`config.mk`:
```
export PLATFORM = sky130hd
export DESIGN_NAME = microwave_controller
export DESIGN_NICKNAME = d
export VERILOG_FILES = /design/src/rtl/microwave_controller.sv
export SDC_FILE = /design/constraint.sdc
export NUM_CORES = 1
export LEC_CHECK = 0
export ABC_AREA = 1
export BUFFER_PORTS_ARGS = -buffer_cell sky130_fd_sc_hd__buf_2
export CORE_MARGIN = 4
export CORE_UTILIZATION = 47
export CTS_BUF_LIST = sky130_fd_sc_hd__clkbuf_8
export DETAILED_ROUTE_END_ITERATION = 8
export PLACE_DENSITY = 0.65
export SYNTH_ARGS = -nofsm -noshare
export SYNTH_HDL_FRONTEND = slang
export SYNTH_SLANG_ARGS = --single-unit
```
`constraint.sdc`:
```
create_clock -name clock -period 2.5 [get_ports clock]
set_input_delay 0.75 -clock clock [delete_from_list [all_inputs] [get_ports clock]]
set_output_delay 0.75 -clock clock [all_outputs]
set_load 0.005 [all_outputs]
```
`src/rtl/microwave_controller.sv`:
```
// microwave_controller: keypad/door sequencer driving the countdown timer's data/loadn/clearn/enable pins.
// Optional feature macro MICROWAVE_QUICK_START_EN: start on an empty timer loads 0:30 (QLOAD) and cooks.
module microwave_controller #(
    parameter int TICK_DIV    = 50000000,
    parameter int MAX_DIGITS  = 3,
    parameter int DONE_CYCLES = 100
) (
    input  logic       clock,
    input  logic       clear,
    input  logic       key_valid,
    input  logic [3:0] key_digit,
    input  logic       start,
    input  logic       stop,
    input  logic       door_closed,
    input  logic       timer_zero,
    output logic [3:0] timer_data,
    output logic       timer_loadn,
    output logic       timer_clearn,
    output logic       timer_enable,
    output logic       mag_on,
    output logic       done,
    output logic [2:0] state_o
);

    localparam logic [2:0] IDLE  = 3'd0;
    localparam logic [2:0] ENTRY = 3'd1;
    localparam logic [2:0] COOK  = 3'd2;
    localparam logic [2:0] PAUSE = 3'd3;
    localparam logic [2:0] DONE  = 3'd4;
`ifdef MICROWAVE_QUICK_START_EN
    localparam logic [2:0] QLOAD = 3'd5;
`endif

    localparam int TICK_W = $clog2(TICK_DIV);
    localparam int DIG_W  = $clog2(MAX_DIGITS + 1);
    localparam int DONE_W = $clog2(DONE_CYCLES + 1);

    logic [2:0]        state_q,   state_d;
    logic [DIG_W-1:0]  digits_q,  digits_d;
    logic [TICK_W-1:0] tick_q,    tick_d;
    logic [DONE_W-1:0] doneCnt_q, doneCnt_d;
    logic [3:0]        data_q,    data_d;
    logic              loadn_q,   loadn_d;
    logic              clearn_q,  clearn_d;
    logic              enable_q,  enable_d;
    logic              mag_q,     mag_d;
    logic              done_q,    done_d;
    logic              validKey;
`ifdef MICROWAVE_QUICK_START_EN
    logic [1:0]        qIdx_q,    qIdx_d;
`endif

    // A keypad digit is only accepted while there is room left in the entry sequence.
    assign validKey = key_valid && (key_digit <= 4'd9) && (digits_q < DIG_W'(MAX_DIGITS));

    always_comb begin
        state_d   = state_q;
        digits_d  = digits_q;
        tick_d    = '0;
        doneCnt_d = '0;
        data_d    = data_q;
        loadn_d   = 1'b1;
        clearn_d  = 1'b1;
        enable_d  = 1'b0;
`ifdef MICROWAVE_QUICK_START_EN
        qIdx_d    = qIdx_q;
`endif
        case (state_q)
            IDLE: begin
                if (start) begin
                    if (door_closed && !timer_zero) begin
                        state_d = COOK;
`ifdef MICROWAVE_QUICK_START_EN
                    end else if (door_closed) begin
                        state_d = QLOAD;
                        loadn_d = 1'b0;
                        data_d  = 4'd0;
                        qIdx_d  = 2'd1;
`endif
                    end
                end else if (validKey) begin
                    state_d  = ENTRY;
                    loadn_d  = 1'b0;
                    data_d   = key_digit;
                    digits_d = digits_q + 1'b1;
                end
            end
            ENTRY: begin
                if (stop) begin
                    state_d  = IDLE;
                    clearn_d = 1'b0;
                    digits_d = '0;
                end else if (start) begin
                    if (door_closed && !timer_zero) state_d = COOK;
                end else if (validKey) begin
                    loadn_d  = 1'b0;
                    data_d   = key_digit;
                    digits_d = digits_q + 1'b1;
                end
            end
            COOK: begin
                if (timer_zero) begin
                    state_d = DONE;
                end else if (!door_closed || stop) begin
                    state_d = PAUSE;
                end else if (tick_q == TICK_W'(TICK_DIV - 1)) begin
                    enable_d = 1'b1;
                end else begin
                    tick_d = tick_q + 1'b1;
                end
            end
            PAUSE: begin
                if (stop) begin
                    state_d  = IDLE;
                    clearn_d = 1'b0;
                    digits_d = '0;
                end else if (start && door_closed) begin
                    state_d = COOK;
                end
            end
            DONE: begin
                if (stop || !door_closed || (doneCnt_q == DONE_W'(DONE_CYCLES - 1))) begin
                    state_d  = IDLE;
                    digits_d = '0;
                end else begin
                    doneCnt_d = doneCnt_q + 1'b1;
                end
            end
`ifdef MICROWAVE_QUICK_START_EN
            // Digits 0,3,0 are shifted in on consecutive cycles, then cooking starts at 0:30.
            QLOAD: begin
                if (stop || !door_closed) begin
                    state_d  = IDLE;
                    clearn_d = 1'b0;
                    digits_d = '0;
                end else if (qIdx_q == 2'd3) begin
                    state_d = COOK;
                end else begin
                    loadn_d = 1'b0;
                    data_d  = (qIdx_q == 2'd1) ? 4'd3 : 4'd0;
                    qIdx_d  = qIdx_q + 2'd1;
                end
            end
`endif
            default: state_d = IDLE;
        endcase
        mag_d  = (state_d == COOK);
        done_d = (state_d == DONE);
    end

    // clearn sits low during reset so the timer is cleared together with the controller.
    always_ff @(posedge clock or posedge clear) begin
        if (clear) begin
            state_q   <= IDLE;
            digits_q  <= '0;
            tick_q    <= '0;
            doneCnt_q <= '0;
            data_q    <= 4'd0;
            loadn_q   <= 1'b1;
            clearn_q  <= 1'b0;
            enable_q  <= 1'b0;
            mag_q     <= 1'b0;
            done_q    <= 1'b0;
`ifdef MICROWAVE_QUICK_START_EN
            qIdx_q    <= 2'd0;
`endif
        end else begin
            state_q   <= state_d;
            digits_q  <= digits_d;
            tick_q    <= tick_d;
            doneCnt_q <= doneCnt_d;
            data_q    <= data_d;
            loadn_q   <= loadn_d;
            clearn_q  <= clearn_d;
            enable_q  <= enable_d;
            mag_q     <= mag_d;
            done_q    <= done_d;
`ifdef MICROWAVE_QUICK_START_EN
            qIdx_q    <= qIdx_d;
`endif
        end
    end

    assign timer_data   = data_q;
    assign timer_loadn  = loadn_q;
    assign timer_clearn = clearn_q;
    assign timer_enable = enable_q;
    assign mag_on       = mag_q;
    assign done         = done_q;
    assign state_o      = state_q;

endmodule
```
---- After elaboration in Yosys (flattened, before gate mapping) ----
Index checks and enable logic that the tools add are counted.
storage, ports and cells
  logic and storage cells ................. 77
  register bits ........................... 47
  output and inout port bits .............. 12
  bits of input ports ..................... 11
operators by class
  equality and inequality tests ........... 11
  multiplexer cells ....................... 37
  $add $sub $neg .......................... 3
  reductions and logical operators ........ 14
  magnitude comparators ................... 2
operator list
  kind                                                                   count
  26-bit 2-to-1 mux                                                      4
  3-bit 2-to-1 mux                                                       10
  26-bit by 1-bit adder with 26-bit output, second input constant        1
  26-bit equality test, second input constant                            1
  3-bit one-hot mux with 5 select lines                                  1
  7-bit 2-to-1 mux                                                       2
  4-bit 2-to-1 mux                                                       3
  2-bit 2-to-1 mux                                                       5
  3-bit by 2-bit equality test with 1-bit output, second input constant  3
  1-bit 2-to-1 mux                                                       9
  2-bit one-hot mux with 4 select lines                                  1
  4-bit one-hot mux with 2 select lines                                  1
  7-bit by 1-bit adder with 7-bit output, second input constant          1
  7-bit equality test, second input constant                             1
  3-bit equality test, second input constant                             2
  2-bit inequality test, second input constant                           3
  4-bit less-or-equal comparator, second input constant                  1
  1-bit logical AND                                                      4
  4-bit nonzero test                                                     1
  3-bit by 1-bit equality test with 1-bit output, second input constant  1
  3-bit zero test                                                        1
  3-bit AND reduction                                                    1
  2-bit by 1-bit adder with 2-bit output, second input constant          1
  1-bit zero test                                                        2
  other kinds (6)                                                        7

---- Logic depth before layout (Yosys ltp) ----
Gate-level depths: netlist (run 1).
  word-level depth ........................ 7
  depth in mapped cells ................... 9
  depth with buffers taken out ............ 9

---- Worst setup path before layout (run 1) ----
Ideal clock, no wire load.
  path type ............................... input port to flip-flop
  from .................................... in start
  to ...................................... reg digits_q[0]
  path buffers ............................ 0
  arrival time ............................ 1414 ps
  setup slack ............................. 966 ps
  setup time .............................. 120 ps
  required time ........................... 2380 ps
  cell stages on the path ................. 6
  cell sequence ........................... nor2_1 nand2_1 a21oi_1 nand3_1 o21ai_0 nor2_1
on the way
  cells in the longest elaborated chain, start to end .. 3
ends and longest elaborated chain
  element                                    RTL line  source
  from (decl)                                12        input logic start,
  2-bit 2-to-1 mux (*)                       --
  2-bit 2-to-1 mux                           --
  2-bit one-hot mux with 4 select lines (*)  --
  to (signal assigned)                       169       digits_q <= digits_d;
  to (decl)                                  39        logic [DIG_W-1:0] digits_q, digits_d;
Every way passes the cells marked *; elsewhere a longest branch is shown, timed or not.
A chain may end at the register's enable or synchronous reset.

---- Worst setup path after layout (run 1) ----
  from .................................... reg loadn_q, in the netlist timer_loadn
  to ...................................... out timer_loadn
RTL lines
  element                 RTL line  source
  from (decl)             43        logic loadn_q, loadn_d;
  from (signal assigned)  173       loadn_q <= loadn_d;
  to (decl)               17        output logic timer_loadn,
No word-level cell between the ends.

==> results of run 1 <==
==> worst min-delay path by stage <==
| stage | cells after the start | from | slack, ps | endpoint |
|---|---|---|---|---|
| after floorplan | 1 | tick_q[0]$_DFF_PP0_ | 430 | tick_q[0]$_DFF_PP0_ |
| after global placement | 1 | doneCnt_q[0]$_DFF_PP0_ | 440 | doneCnt_q[0]$_DFF_PP0_ |
| after detailed placement | 1 | tick_q[0]$_DFF_PP0_ | 450 | tick_q[0]$_DFF_PP0_ |
| after CTS | 1 | tick_q[0]$_DFF_PP0_ | 460 | tick_q[0]$_DFF_PP0_ |
| after global routing | 2 | clear | 480 | doneCnt_q[2]$_DFF_PP0_ |
| final | 2 | clear | 450 | doneCnt_q[2]$_DFF_PP0_ |
==> cell type report <==
| cell class | count | share of cell area (%) |
|---|---|---|
| Sequential cell | 47 | 41.79 |
| Multi-Input combinational cell | 227 | 41.34 |
| Inverter | 46 | 6.128 |
| Timing Repair Buffer | 23 | 4.618 |
| Tap cell | 70 | 3.108 |
| Clock buffer | 5 | 2.442 |
| Clock inverter | 3 | 0.5773 |
==> through the flow <==
| step | total power [mW] | instances | setup WS (ps) | hold slack (ps) | utilization, % |
|---|---|---|---|---|---|
| 6_report | 1.694 | 421 | 846.0 | 454.3 | 54.48 |
| 5_1_grt | 1.828 | 421 | 636.7 | 479.2 | 54.48 |
| 4_1_cts | 1.718 | 421 | 828.6 | 462.5 | 54.48 |
| 3_5_place_dp | 1.271 | 413 | 640.2 | 451.3 | 52.83 |
| 3_3_place_gp | 1.264 | 413 | 709.8 | 444.3 | 52.83 |
| 2_1_floorplan | 1.140 | 322 | 635.5 | 429.7 | - |
==> layout by cell type (no fill, tap or decap), types with 3 or more instances in the layout <==
cell type	Yosys	layout
sky130_fd_sc_hd__nand2_1	64	64
sky130_fd_sc_hd__o21ai_0	10	10
sky130_fd_sc_hd__clkbuf_8	0	5
sky130_fd_sc_hd__nor2_2	12	12
sky130_fd_sc_hd__a21oi_1	6	6
sky130_fd_sc_hd__dfrtp_1	46	46
sky130_fd_sc_hd__nand3_1	20	20
sky130_fd_sc_hd__inv_1	45	45
sky130_fd_sc_hd__nor3_1	4	4
sky130_fd_sc_hd__buf_2	0	22
sky130_fd_sc_hd__nand2_2	4	4
sky130_fd_sc_hd__xnor2_1	4	4
sky130_fd_sc_hd__xor2_1	10	10
sky130_fd_sc_hd__nor2_1	68	68
sky130_fd_sc_hd__nor3b_1	3	3
sky130_fd_sc_hd__ha_1	3	3
sky130_fd_sc_hd__nor2_4	3	3
sky130_fd_sc_hd__nor3_2	5	5
==> sequential cells by signal, indices dropped and copies added (netlist names) <==
name	count
mag_on	1
done	1
state_o	3
timer_clearn	1
doneCnt_q	7
tick_q	26
timer_data	4
timer_enable	1
timer_loadn	1
digits_q	2
==> Yosys cell counts, types with 2 or more instances <==
cell type / n / area share, %
sky130_fd_sc_hd__xor2_1: 10 / 3.4
sky130_fd_sc_hd__nor3b_1: 3 / 0.89
sky130_fd_sc_hd__ha_1: 3 / 1.5
sky130_fd_sc_hd__nand3_1: 20 / 3.9
sky130_fd_sc_hd__o21ai_0: 10 / 2.0
sky130_fd_sc_hd__inv_1: 45 / 6.6
sky130_fd_sc_hd__nand2_2: 4 / 0.98
sky130_fd_sc_hd__a21oi_1: 6 / 1.2
sky130_fd_sc_hd__nand2_1: 64 / 9.5
sky130_fd_sc_hd__nor2_1: 68 / 10
sky130_fd_sc_hd__nor3_1: 4 / 0.79
sky130_fd_sc_hd__nor2_2: 12 / 3.0
sky130_fd_sc_hd__dfrtp_1: 46 / 45
sky130_fd_sc_hd__nand4_1: 2 / 0.49
sky130_fd_sc_hd__nand3_2: 2 / 0.79
sky130_fd_sc_hd__nor3_2: 5 / 2.0
sky130_fd_sc_hd__xnor2_1: 4 / 1.4
sky130_fd_sc_hd__nor2_4: 3 / 1.3
==> cell families (layout without fill, tap and decap cells) <==
family / count (synthesis) / after routing
xor+xnor: 14 / 14
flops: 47 / 47
simple gates: 190 / 190
compound gates: 20 / 20
buf+inv: 48 / 77
fa+ha+maj: 3 / 3
==> power groups by stage <==
stage / clock [mW] / combinational [mW] / sequential [mW]
4_1_cts: 0.460 / 0.360 / 0.897
3_3_place_gp: 0 / 0.352 / 0.911
3_5_place_dp: 0 / 0.360 / 0.911
2_1_floorplan: 0 / 0.228 / 0.912
6_report: 0.446 / 0.352 / 0.896
5_1_grt: 0.501 / 0.419 / 0.908
==> per-layer routing <==
metal | vias to the layer above | GRT usage, % | routed length (um)
met3 | 4 | 3.947 | 159
met4 | 0 | 4.561 | 52
met5 | - | 0 | 0
met1 | 896 | 22.07 | 2304
met2 | 25 | 26.06 | 2270
li1 | 1049 | - | -
==> implementation parameters, run 1 <==
Parameter                              Value

Power and ir drop
  Reported leakage power ... 1.230 nW
  Portion of total power attributed to the clock network ... a little over a quarter
  VDD IR-drop max ... just over 0.5 mV
  PD cells ... 601.1 nW/um2
  Total net switching power ... about 0.52 mW
  Int Power ... 1.175 mW
  Switching Fraction ... 30.64%
  Power share of the sequential group ... around 53%
  Part of the total power dissipated in combinational logic ... a little over a fifth

Critical path
  Launch point of the critical path ... timer_loadn$_DFF_PP1_
  Sort of element at the end of the critical path ... primary output
  Critical path destination ... timer_loadn
  Arrival time worst endpoint ... 900 ps
  Largest incremental delay on the critical path ... 520 ps
  Worst path slowest cell ... sky130_fd_sc_hd__dfstp_2
  Number of buffer and inverter instances along the worst setup path ... 1
  CP top delay family ... flip-flops
  Worst reg-to-reg setup slack ... 860 ps
  Critical path class ... reg -> out
  CP required ... roughly 1800 ps
  Cell depth of the worst setup path ... 1
  Kind of launch point of the worst setup path ... register
  Depth of the worst register-to-register path ... 8
  Ordered cell list for the critical path ... buf_2
  Worst reg2reg endpoint ... tick_q[16]$_DFF_PP0_
  R2r startpoint ... tick_q[0]$_DFF_PP0_
  Worst-path fanout max ... 1

Route
  Violation count after the first detailed-routing iteration ... 90
  Mean number of vias per cell ... 4.689
  Antenna viol nets, final ... 0
  Total length of routed wires ... 4786 um
  Detailed-routing iteration count for the pre-antenna-repair pass ... 4
  Total number of vias ... 1974
  WL per Instance ... 11.37 um
  Final routed DRC violation total ... 0

Floorplan
  Die area ... 6647 um2
  Area of the core region ... 5172 um2
  Starting density of the core ... 49.13%
  Row Count ... 26
  Boundary pin count ... 23
  Die extent in x ... 81.53 um
  Vertical extent of the die ... between 80 and 90 um

CTS
  Post-cts hold buffer count ... 0
  Cell chosen for the clock root ... sky130_fd_sc_hd__clkbuf_8
  Clk pin slew, worst setup/hold paths ... 90 ps
  Insertion delay to the later sink of the worst-skew pair ... 300 ps
  CTS tree ... built
  Clock buffers created by TritonCTS ... 5
  CTS max path bufs ... 2
  Deepest level of the CTS H-tree ... 2
  # Post-CTS Setup Buffers ... 0
  Number of clock sinks ... 47
  Count of cells resized by post-cts repair ... 0

Timing
  Clock tree skew after final layout ... 10.91 ps
  Summed negative setup slack over all endpoints ... 0 ps
  RSZ-0062 raised after global routing ... no
  Total count of hold-check failures in the final report ... 0
  Fin crit share ... 66.16%
  Finish-stage setup viols ... 0
  Number of pins exceeding their max-slew limit in the final report ... 0
  Slew at the pin with the worst max-slew slack ... 460.5 ps
  Final min period ... 1654 ps
  Rel. slew slack ... 69.25%
  Maximum clock frequency ... 604.6 MHz

Logic synthesis
  Simple-gate share of the synthesized area ... 35.06%
  Sequential share of the synthesized area ... 46.33%
  Async set or reset register ratio after synthesis ... between 90% and 100%
  Avg Cell Area, Syn ... ~7.9 um2
  Compound-gate portion of the synthesized area ... under 10%
  Dominant combinational cell family by area after synthesis ... simple AND/OR/NAND/NOR gates
  Post-Synthesis Cells ... 322
  Fraction of the mapped netlist area in adder cells ... under 10%
  Number of enable flip-flop cells after synthesis ... 0
  Multiplexer share of the synthesized area ... 0%
  Most used DFF post-synth ... sky130_fd_sc_hd__dfrtp_1
  Register bit count reported by yosys ... 47
  Post-synthesis xor/xnor area fraction ... 4.825%
  Combined area of all synthesized cells ... 2541 um2
  Yosys cell types ... 29
  Warnings from Yosys ... 0
  Synthesized netlist net count ... 336

Min path
  Path type of the worst min-delay path ... in -> async

Place
  Post-place instance area ... 2733 um2
  Post-detailed-placement half-perimeter wirelength ... 3750 um
  Final weighted congestion of routability-driven global placement ... 0.8659
  PortBufs ... 22

GRT
  Pin count of the biggest net entering global routing ... 29
  Number of antenna violations at the first check in global routing ... 0
  GR Util All Layers ... 16.30%
  Vias in the first global route ... 1859
  Global-route wire length before repair ... 8342 um
  Overflow left after global routing ... 0

Job
  Max-cap violations ... 0

Layout
  Final-stage net count ... 364
  Fillers ... just over 500
  Inserted Diodes ... 0
  Area of all placed cells without fillers ... 2818 um2
  Register area ... approximately 1200 um2
  Area growth syn-to-layout ... 10.88%
  Share of post-route cells with drive strength above 1 ... roughly 18%
  Footprint of the multi-input gates ... 1165 um2

Outcome
  Result of the run ... finished clean
(Power assumes the default switching activity.)
==> run 2: changes to the inputs <==
Clock period 2.5 ns to 1.7 ns, I/O delays scaled along.
==> implementation parameters, run 2 (synthesis gave the netlist of run 1 again) <==
Parameter                              Value

GRT
  Global-route wire length before repair ... 8659 um (was 8342 um)
  Pin count of the biggest net entering global routing ... 35 (was 29)
  Overflow left after global routing ... 0 (unchanged)
  Most used routing layer ... met2 (unchanged)
  Fraction of met3 tracks used by global routing ... 4.386% (was 3.947%)
  Global routing met1 resource utilization ... 23.08% (was 22.07%)
  Number of antenna violations at the first check in global routing ... 0 (unchanged)
  Vias in the first global route ... 1988 (was 1859)
  Met2 usage ... 26.63% (was 26.06%)
  GR Util All Layers ... 17.01% (was 16.30%)

Timing
  Total count of hold-check failures in the final report ... 0 (unchanged)
  Slew at the pin with the worst max-slew slack ... 312.0 ps (was 460.5 ps)
  Clock tree skew after final layout ... 8.847 ps (was 10.91 ps)
  Rel. slew slack ... 79.04% (was 69.25%)
  RSZ-0062 raised after global routing ... no (unchanged)
  Finish-stage setup viols ... 0 (unchanged)
  Final min period ... 1538 ps
  Number of pins exceeding their max-slew limit in the final report ... 0 (unchanged)
  Final worst setup slack ... 162.3 ps (was 846.0 ps)
  Summed negative setup slack over all endpoints ... 0 ps (unchanged)
  Fin crit share ... 90.45%
  Maximum clock frequency ... between 600 and 700 MHz

Critical path
  CP required ... 1890 ps (was 1750 ps)
  Sort of element at the end of the critical path ... register (was primary output)
  Critical path class ... reg -> reg (was reg -> out)
  Kind of launch point of the worst setup path ... register (unchanged)
  Depth of the worst register-to-register path ... 8 (unchanged)
  Worst-path fanout max ... 20 (was 1)
  Arrival time worst endpoint ... 1730 ps (was 900 ps)

Power and ir drop
  VDD IR-drop max ... 0.7342 mV (was 0.5107 mV)
  PD cells ... 887.8 nW/um2 (was 601.1 nW/um2)
  Reported leakage power ... 1.263 nW (was 1.230 nW)

Place
  Worst slack at placement ... 61.35 ps (was 640.2 ps)
  Post-detailed-placement half-perimeter wirelength ... 3791 um (was 3750 um)
  Cell count after placement ... 416 (was 413)
  Post-place instance area ... 2755 um2 (was 2733 um2)
  Final weighted congestion of routability-driven global placement ... 0.8441 (was 0.8659)
  PortBufs ... 22 (unchanged)

CTS
  Clk pin slew, worst setup/hold paths ... 90 ps (about the same)
  Post-cts hold buffer count ... 0 (unchanged)
  Insertion delay to the later sink of the worst-skew pair ... 300 ps (about the same)
  Deepest level of the CTS H-tree ... 2 (unchanged)
  Number of clock sinks ... 47 (unchanged)
  Clock buffers created by TritonCTS ... 5 (unchanged)
  CTS max path bufs ... 2 (unchanged)
  CTS tree ... built (unchanged)
  Cell chosen for the clock root ... sky130_fd_sc_hd__clkbuf_8 (unchanged)

Layout
  Final-stage net count ... 368 (was 364)
  Area of all placed cells without fillers ... 2869 um2 (was 2818 um2)
  Area growth syn-to-layout ... 12.90% (was 10.88%)
  Final Non-Filler Cells ... 425 (was 421)
  Flip-flop count of the largest register after layout ... 26 (unchanged)
  Leading cell types in the layout, fill and taps excluded ... sky130_fd_sc_hd__nor2_1, sky130_fd_sc_hd__nand2_1, sky130_fd_sc_hd__dfrtp_1 (unchanged)
  Register bank with the most flops ... tick_q (unchanged)
  Commonest non-fill, non-tap cell in the layout ... sky130_fd_sc_hd__nor2_1 (unchanged)
  Share of post-route cells with drive strength above 1 ... 19.15% (was 17.95%)
  Inserted Diodes ... 0 (unchanged)

Route
  Detailed-routing iteration count for the pre-antenna-repair pass ... 4 (unchanged)
  Final routed DRC violation total ... 0 (unchanged)
  Total number of vias ... 2004 (was 1974)
  Mean number of vias per cell ... 4.715 (was 4.689)
  WL per Instance ... 11.50 um (was 11.37 um)
  Antenna viol nets, final ... 0 (unchanged)
  Total length of routed wires ... 4889 um (was 4786 um)
  Violation count after the first detailed-routing iteration ... 128 (was 90)

Floorplan
  Row Count ... 26 (unchanged)
  Die extent in x ... 81.53 um (unchanged)
  Area of the core region ... 5172 um2 (unchanged)
  Starting density of the core ... 49.13% (unchanged)
  Vertical extent of the die ... 81.53 um (unchanged)
  Die area ... 6647 um2 (unchanged)
  Boundary pin count ... 23 (unchanged)

Min path
  Path type of the worst min-delay path ... in -> async (unchanged)

Job
  Max-cap violations ... 0 (unchanged)

Outcome
  Result of the run ... finished clean (unchanged)
[run 2: routing by layer]
| layer | wire (um) | vias up |
|---|---|---|
| met5 | 0 | - |
| met4 | 74 | 0 |
| met3 | 189 | 7 |
| met2 | 2247 | 29 |
| met1 | 2378 | 915 |
| li1 | - | 1053 |
[run 2: path summary, 6_finish.rpt]
check	from	to	slack [ps]
max	tick_q[0]$_DFF_PP0_	tick_q[13]$_DFF_PP0_	160
min	clear	doneCnt_q[0]$_DFF_PP0_	150
max reg2reg	tick_q[0]$_DFF_PP0_	tick_q[13]$_DFF_PP0_	160
min reg2reg	doneCnt_q[0]$_DFF_PP0_	doneCnt_q[0]$_DFF_PP0_	480
max in group asynchronous	clear	timer_loadn$_DFF_PP1_	1010
min in group clock	stop	timer_clearn$_DFF_PP0_	400
[run 2: worst max-delay path, stage by stage (launching register included)]
cell                      delay, ps
sky130_fd_sc_hd__dfrtp_1        380
sky130_fd_sc_hd__ha_1           180
sky130_fd_sc_hd__nand2_1         80
sky130_fd_sc_hd__nor2_2         130
sky130_fd_sc_hd__inv_1           80
sky130_fd_sc_hd__nor2_2         150
sky130_fd_sc_hd__nand3_4        160
sky130_fd_sc_hd__nand2_8        190
sky130_fd_sc_hd__nor2_1          60
[run 2: cell type report]
cell class / instances / area (um2)
Clock buffer: 6 / 82.58
Clock inverter: 2 / 12.51
Fill cell: 511 / 2303
Inverter: 46 / 172.7
Multi-Input combinational cell: 227 / 1176
Sequential cell: 47 / 1177
Tap cell: 70 / 87.58
Timing Repair Buffer: 27 / 160.2
[run 2: power by group]
group          switching, mW  internal, mW
Clock                  0.382         0.328
Combinational          0.312         0.208
Sequential            0.0762          1.24
Total                  0.770          1.78
[run 2: per-stage QoR]
step                hold WS, ps  util [%]  total power [mW]
floorplan                 429.7         -             1.676
global placement          445.0     53.27             1.852
detailed placement        457.0     53.27             1.865
CTS                       154.9     55.10             2.580
global route              153.8     55.47             2.740
finish                    151.5     55.47             2.547
[run 2: timing repair]
action / in CTS / in global routing
gates resized for setup: 0 / 2
hold endpoints to repair: 0 / 0
setup endpoints to repair: 0 / 20
buffers inserted: 0 / 1
